[src/rtl/nn_pkg.sv]
// Shared sizing constants and FSM state encoding for the digit classifier.
package nn_pkg;
    localparam int NUM_PIXELS  = 72;
    localparam int NUM_CLASSES = 10;
    localparam int ACC_W       = 24;
    localparam int PIX_W       = 8;
    localparam int WGT_W       = 8;
    localparam int ADDR_W      = 10;
    localparam int CLS_W       = 4;

    typedef enum logic [2:0] {
        IDLE,
        MAC,
        DRAIN,
        COMPARE,
        DONE
    } state_t;
endpackage

[src/rtl/mac_unit.sv]
// Registered multiply-accumulate: unsigned pixel times signed weight into a signed accumulator.
module mac_unit #(
    parameter int ACC_W = 24,
    parameter int PIX_W = 8,
    parameter int WGT_W = 8
) (
    input  logic                    clk,
    input  logic                    rst,
    input  logic                    clear,
    input  logic                    en,
    input  logic [PIX_W-1:0]        pixel,
    input  logic signed [WGT_W-1:0] weight,
    output logic signed [ACC_W-1:0] acc
);
    localparam int PROD_W = PIX_W + WGT_W + 1;

    logic signed [PROD_W-1:0] prod;

    // Pixel is zero-extended, weight sign-extended, so the product is exact in PROD_W bits.
    assign prod = $signed({{(WGT_W + 1){1'b0}}, pixel}) *
                  $signed({{(PIX_W + 1){weight[WGT_W-1]}}, weight});

    always_ff @(posedge clk) begin
        if (rst || clear)
            acc <= '0;
        else if (en)
            acc <= acc + ACC_W'(prod);
    end
endmodule

[src/rtl/digit_classifier.sv]
// Single-layer classifier: scores each class by a dot product over the rotating pixel buffer
// and reports the highest-scoring class.
module digit_classifier #(
    parameter int NUM_PIXELS  = nn_pkg::NUM_PIXELS,
    parameter int NUM_CLASSES = nn_pkg::NUM_CLASSES,
    parameter int ACC_W       = nn_pkg::ACC_W
) (
    input  logic                    clk,
    input  logic                    rst,
    input  logic                    start,
    input  logic [7:0]              pixel_in,
    output logic                    network_calc,
    output logic                    shift_network,
    output logic [9:0]              weight_addr,
    input  logic signed [7:0]       weight_data,
    output logic                    busy,
    output logic                    done,
    output logic [3:0]              digit,
    output logic signed [ACC_W-1:0] max_score
);
    import nn_pkg::*;

    localparam int PCNT_W = $clog2(NUM_PIXELS);

    state_t                   state, state_nx;
    logic [PCNT_W-1:0]        pix_cnt;
    logic [CLS_W-1:0]         class_cnt;
    logic [PIX_W-1:0]         pix_q;
    logic                     mac_vld;
    logic                     acc_clr;
    logic                     last_pix, last_class, take;
    logic signed [ACC_W-1:0]  acc;
    logic signed [ACC_W-1:0]  best_score;
    logic [CLS_W-1:0]         best_idx;

    assign last_pix   = (pix_cnt == PCNT_W'(NUM_PIXELS - 1));
    assign last_class = (class_cnt == CLS_W'(NUM_CLASSES - 1));
    // Class 0 seeds the best unconditionally; later classes must strictly beat it.
    assign take       = (class_cnt == '0) || (acc > best_score);

    always_ff @(posedge clk) begin
        if (rst)
            state <= IDLE;
        else
            state <= state_nx;
    end

    always_comb begin
        state_nx      = state;
        acc_clr       = 1'b0;
        network_calc  = (state != IDLE);
        busy          = (state != IDLE);
        shift_network = (state == MAC);
        done          = (state == DONE);
        weight_addr   = '0;
        case (state)
            IDLE: if (start) begin
                state_nx = MAC;
                acc_clr  = 1'b1;
            end
            MAC: begin
                weight_addr = ADDR_W'(class_cnt) * ADDR_W'(NUM_PIXELS) + ADDR_W'(pix_cnt);
                if (last_pix) state_nx = DRAIN;
            end
            DRAIN: state_nx = COMPARE;
            COMPARE: begin
                state_nx = last_class ? DONE : MAC;
                acc_clr  = !last_class;
            end
            DONE: state_nx = IDLE;
            default: state_nx = IDLE;
        endcase
    end

    // Weight arrives one cycle after its address, so the pixel is delayed to meet it.
    always_ff @(posedge clk) begin
        if (rst) begin
            pix_cnt   <= '0;
            class_cnt <= '0;
            pix_q     <= '0;
            mac_vld   <= 1'b0;
        end else begin
            mac_vld <= (state == MAC);
            if (state == MAC) pix_q <= pixel_in;
            pix_cnt <= (state == MAC && !last_pix) ? pix_cnt + 1'b1 : '0;
            if (state == IDLE)
                class_cnt <= '0;
            else if (state == COMPARE)
                class_cnt <= class_cnt + 1'b1;
        end
    end

    mac_unit #(.ACC_W(ACC_W), .PIX_W(PIX_W), .WGT_W(WGT_W)) u_mac (
        .clk    (clk),
        .rst    (rst),
        .clear  (acc_clr),
        .en     (mac_vld),
        .pixel  (pix_q),
        .weight (weight_data),
        .acc    (acc)
    );

    always_ff @(posedge clk) begin
        if (rst) begin
            best_score <= '0;
            best_idx   <= '0;
            digit      <= '0;
            max_score  <= '0;
        end else if (state == COMPARE) begin
            if (take) begin
                best_score <= acc;
                best_idx   <= class_cnt;
            end
            if (last_class) begin
                digit     <= take ? class_cnt : best_idx;
                max_score <= take ? acc : best_score;
            end
        end
    end
endmodule

[config.mk]
export PLATFORM = sky130hd
export DESIGN_NAME = digit_classifier
export DESIGN_NICKNAME = d
export VERILOG_FILES = /design/src/rtl/nn_pkg.sv /design/src/rtl/mac_unit.sv /design/src/rtl/digit_classifier.sv
export SDC_FILE = /design/constraint.sdc
export NUM_CORES = 1
export LEC_CHECK = 0
export CORE_UTILIZATION = 61
export CTS_BUF_LIST = sky130_fd_sc_hd__clkbuf_8
export DETAILED_ROUTE_END_ITERATION = 6
export DONT_BUFFER_PORTS = 1
export PLACE_DENSITY = 0.8
export SLEW_MARGIN = 20
export SYNTH_ARGS = -nofsm -noshare
export SYNTH_HDL_FRONTEND = slang
export SYNTH_SLANG_ARGS = --single-unit
[constraint.sdc]
create_clock -name clk -period 6.1 [get_ports clk]
set_input_delay 1.22 -clock clk [delete_from_list [all_inputs] [get_ports clk]]
set_output_delay 1.22 -clock clk [all_outputs]
set_load 0.1 [all_outputs]
After elaboration in Yosys (flattened, before gate mapping) --
Cells that the tools add are included.
Storage, ports and cells: flip-flop bits (word level) 103, logic and storage cells 47
Operators by class: $mul 2, mux-type cells 9, reduce and logical (&&, ||, !) cells 12, magnitude comparators 1, equal/unequal tests 8, add/subtract/negate cells 4, bitwise gates (word level) 1
Operators with widths (number):
- adder 24 x 17 -> 24 bit | 1
- greater-than comparator 24 bit | 1
- 2-to-1 mux 24 bit | 1
- multiplier 9 x 8 -> 17 bit | 1
- one-hot mux 3 bit (4 select lines) | 1
- adder 10 x 7 -> 10 bit | 1
- 2-to-1 mux 10 bit | 1
- 2-to-1 mux 3 bit | 3
- adder 7 x 1 -> 7 bit, second input constant | 1
- == test 7 bit, second input constant | 1
- multiplier 4 x 4 -> 7 bit, second input constant | 1
- == test 3 x 2 -> 1 bit, second input constant | 2
- adder 4 x 1 -> 4 bit, second input constant | 1
- == test 4 bit, second input constant | 1
- zero test 4 bit | 1
- 2-to-1 mux 4 bit | 1
- AND reduction 2 bit | 2
- OR reduction 2 bit | 2
- == test 3 x 1 -> 1 bit, second input constant | 1
- == test 3 bit, second input constant | 1
- zero test 3 bit | 1
- nonzero test 3 bit | 1
- zero test 1 bit | 2
- logical OR 1 bit | 2
- other kinds (6) | 6

Logic depth before layout (Yosys ltp) --
word-level depth 5, gate-level depth with buffers 21, mapped depth without buffers 20

Cells and area by module --
From an unflattened synthesis, not the netlist that was laid out.
Unflattened totals: cell total of the unflattened synthesis 1030, area total of the unflattened synthesis 8929.8 µm²
Modules (own cells, without submodules):
- digit_classifier | area each 4633.2 µm², times used 1, cells an instance 561, sequential area each 1581.5 µm²
- mac_unit | area each 4296.6 µm², times used 1, cells an instance 469, sequential area each 480.5 µm²

Least setup slack after synthesis --
Ideal clock, no wire load.
kind in2reg, start point in weight_data[1], end point reg u_mac.acc[22], stages 21, buffers on the path 1, data arrival time 5.896 ns, path slack 0.063 ns, setup time 0.141 ns, cells stage by stage clkbuf_1 -> nand2_1 -> fa_1 -> inv_1 -> fa_1 -> ha_1 -> inv_1 -> fa_1 -> inv_1 -> ha_1 -> ha_1 -> fa_1 -> a211oi_1 -> o21ai_0 -> a211oi_1 -> o211ai_1 -> a31oi_1 -> o21ai_0 -> a41oi_1 -> mux2i_1 -> o311ai_0
Between the ends: word-level cells in the longest chain between the ends 2
RTL lines:
- start: declaration | line digit_classifier.sv:15 | input logic signed [7:0] weight_data,
- multiplier 9 x 8 -> 17 bit | line mac_unit.sv:20 | assign prod = $signed({{(WGT_W + 1){1'b0}}, pixel}) *
- adder 24 x 17 -> 24 bit | line mac_unit.sv:27 | acc <= acc + ACC_W'(prod);
- end signal: assignment | line mac_unit.sv:27
- end: declaration | line mac_unit.sv:13 | output logic signed [ACC_W-1:0] acc
No other way between the ends. A chain may end at the register's enable or synchronous reset.

Final worst setup path --
start point in weight_data[7], end point reg u_mac.acc[22]
Same word-level chain as after synthesis.

==> results.sh <==
export IMPL_clock_sinks=103
export IMPL_crit_arrival_ps=6020
export IMPL_crit_buf_inv=1
export IMPL_r2r_slack_ps=550
export IMPL_avgRoutedWirePerCell_um=15.1
export IMPL_p_leak_nw=4.07
export IMPL_crit_reg2reg_capture="u_mac.acc[22]"
export IMPL_num_rows=42
export IMPL_grtUsageTotal_pct=24.7
export IMPL_r2r_cells=17
export IMPL_synthDistinctLibCells=56
export IMPL_crit_chain="nand2b_1, fa_1, fa_1, inv_1, fa_1, fa_1, fa_1, ha_1, o21ai_0, o21ai_0, a211oi_2, o211ai_1, a31oi_1, o21ai_0, a41oi_1, mux2i_1, o311ai_0"
export IMPL_die_h_um=118
export IMPL_num_antenna_cells=0
export IMPL_endpoint_kind="flop"
export IMPL_nFillCells=1073
export IMPL_clkPwrFrac_pct=25.6
export IMPL_vias=6153
export IMPL_synth_edff_count=0
export IMPL_port_buffers=0
export IMPL_synth_sequential_area_ratio_pct=25.0
export IMPL_worst_path_max_fanout=12
export IMPL_grt_pass1_wl_um=27900
export IMPL_synth_nets=1097
export IMPL_hpwl_um=12600
export IMPL_fin_setup_tns_ps=0
export IMPL_area_delta_synth_final_pct=5.26
export IMPL_timing_final_crit_share_pct=94.5
export IMPL_wl_met1_um=7340
export IMPL_synth_area_leaders="dfxtp_1 (25%), ha_1 (17%), fa_1 (13%)"
export IMPL_antenna_found_initial=0
export IMPL_min_period_ps=5760
export IMPL_startpoint_type="input port"
export IMPL_crit_path_top_delay_cell="fa_1"
export IMPL_max_stage_delay_ps=580
export IMPL_insertion_delay_ps=390
export IMPL_synth_top_cells_by_count="ha_1 (111), dfxtp_1 (103), inv_1 (102), nor2_1 (102), mux2i_1 (72)"
export IMPL_hold_path_depth=1
export IMPL_wl_met2_um=7930
export IMPL_die_area_um2=14000
export IMPL_r2r_start="pix_q[6]"
export IMPL_pin_count=61
export IMPL_clk_path_buf_depth=2
export IMPL_timing_worst_slew_pin_value_ps=1170
export IMPL_comb_power_share_pct=31.7
export IMPL_wl_met3_um=711
export IMPL_grt_pass1_vias=5781
export IMPL_cts_buffers=9
export IMPL_powerDensity_nw_per_um2=191
export IMPL_p_int_mw=1.09
export IMPL_drive_gt1_share_pct=5.82
export IMPL_max_freq_mhz=173
export IMPL_whs_endpoint="pix_cnt[0]"
export IMPL_htree_levels=3
export IMPL_dr_pass1_iters=5
export IMPL_grt_setup_unrepaired="no"
export IMPL_slew_headroom_pct=21.8
export IMPL_total_power_mw=1.66
export IMPL_min_delay_start="pix_cnt[0]"
export IMPL_crit_top_cell="fa_1"
export IMPL_top_layer_used="met4"
export IMPL_crit_type="input port to flop"
export IMPL_synthFlopType="dfxtp_1"
export IMPL_viasPerCell=5.67
export IMPL_start_util_pct=62.4
export IMPL_critPathRequiredTime_ps=6360
export IMPL_post_route_util_pct=65.7
export IMPL_hold_class="flop to flop"
export IMPL_grt_max_degree=76
export IMPL_power_frac_seq_pct=42.7
export IMPL_hold_viol_final=0
export IMPL_setup_viol=0
export IMPL_slew_viol_final=0
export IMPL_place_congestion=0.869
export IMPL_syn_instance_count=915
export IMPL_whs_ps=479
export IMPL_coreArea_um2=13200
export IMPL_layout_nets=1087
export IMPL_switching_share_pct=34.3
export IMPL_gr_total_overflow=0
export IMPL_yosysMostFrequentCell="ha_1"
export IMPL_outcome="completed"
export IMPL_ir_drop_uv=126
export IMPL_antenna_left=0
export IMPL_ys_warn_count=0
export IMPL_syn_avg_cell_area_um2=9.00
export IMPL_worst_clock_skew_ps=17.8
export IMPL_hold_buffers=0
export IMPL_switching_power_uw=570
export IMPL_synth_top_area_cell="dfxtp_1"
export IMPL_maxCapViolCount=0
export IMPL_die_x_um=118
export IMPL_post_route_drc_count=0
export IMPL_cpLargestDelayFamily="adder cells"
export IMPL_async_flop_share_pct=0
export IMPL_drtIter0Drc=334
export IMPL_cts_tree="done"
export IMPL_synthesis_area_um2=8240
export IMPL_synth_seq_cells=103
export IMPL_startpoint="weight_data[7]"
export IMPL_cts_root_buf="clkbuf_8"
export IMPL_path_clk_slew_ps=110
export IMPL_synth_top_area_share_pct=25.0
export IMPL_drt_total_wl_um=16400
## layout by cell type, fill, tap and decap left out, types with 5 or more instances in the layout
| master | instances |
|---|---|
| a211oi_1 | 29 |
| a21o_1 | 13 |
| a21oi_1 | 40 |
| and2_1 | 34 |
| and3_1 | 8 |
| buf_4 | 17 |
| clkbuf_8 | 10 |
| dfxtp_1 | 103 |
| fa_1 | 52 |
| ha_1 | 111 |
| inv_1 | 102 |
| mux2i_1 | 72 |
| nand2_1 | 59 |
| nand2b_1 | 6 |
| nand3_1 | 5 |
| nand3b_1 | 5 |
| nand4_1 | 8 |
| nor2_1 | 99 |
| nor2b_1 | 11 |
| nor3_1 | 8 |
| o21ai_0 | 23 |
| o21bai_1 | 5 |
| xnor2_1 | 17 |
| xor2_1 | 10 |
## worst register-to-register path, cell delays in order, from the launching register on
cell and delay, ps:
dfxtp_1 570, nand2_1 170, fa_1 550, inv_1 60, fa_1 520, fa_1 450, fa_1 580, fa_1 430
ha_1 320, o21ai_0 220, o21ai_0 170, a211oi_2 240, o211ai_1 110, a31oi_1 240, o21ai_0 160, a41oi_1 270
mux2i_1 230, o311ai_0 150
## flip-flops by register name, summed over array words and instances, names as in the netlist
name        cells
max_score      24
u_mac.acc      24
pix_q           8
digit           4
pix_cnt         7
class_cnt       4
best_idx        4
best_score     24
mac_vld         1
state           3
## worst max-delay path by stage
stage / end / slack, ps / cells after the start
5_1_grt: u_mac.acc[22] / 20 / 17
3_3_place_gp: u_mac.acc[22] / 10 / 20
3_5_place_dp: u_mac.acc[22] / -150 / 20
2_1_floorplan: u_mac.acc[22] / 60 / 21
6_report: u_mac.acc[22] / 340 / 17
4_1_cts: u_mac.acc[22] / 230 / 20
## per-stage QoR
stage	setup WS (ps)	instances	instance area, µm²
after floorplan	62.9	915	8240
after detailed placement	-153	1069	8440
after global placement	14.5	1069	8440
after global routing	21.5	1086	8670
final	336	1086	8670
after CTS	228	1085	8630
## what timing repair did
action / CTS / global route
setup buffers: 0 / 0
endpoints found under the setup margin: 0 / 1
resized for setup: 0 / 2
## cells by family (layout without fill, tap and decap cells)
kind of cell,Yosys count,in the layout,share of synthesized area (%)
AOI/OAI and AO/OA,138,138,10.8
xor gates and xnor gates,27,27,2.87
adders and majority gates,163,163,29.5
buffers and inverters,142,137,7.14
DFF,103,103,25.0
muxes,72,72,8.75
and+or+nand+nor,270,270,15.9
## cell type report
cell class / instances / area [µm²] / share of cell area, %
clock buffer: 10 / 138 / 1.59
clock inverter: 6 / 52.6 / 0.606
inverter: 102 / 383 / 4.42
multi-input combinational: 670 / 5630 / 65.0
sequential: 103 / 2060 / 23.8
tap: 176 / 220 / 2.54
timing repair buffer: 19 / 180 / 2.08
## routing by layer
metal  global-route usage (%)  up-vias
li1                         -     3062
met1                     32.7     2935
met2                     40.0      130
met3                     4.58       26
met4                     9.86        0
met5                        0        -
## power groups by stage
| stage | Clock, mW | Sequential (mW) | Combinational, mW |
|---|---|---|---|
| 3_5_place_dp | 0 | 0.724 | 0.525 |
| 3_3_place_gp | 0 | 0.724 | 0.508 |
| 6_report | 0.426 | 0.708 | 0.526 |
| 2_1_floorplan | 0 | 0.709 | 0.411 |
| 5_1_grt | 0.459 | 0.711 | 0.605 |
| 4_1_cts | 0.434 | 0.708 | 0.529 |
Power figures use the tool's default switching activity.
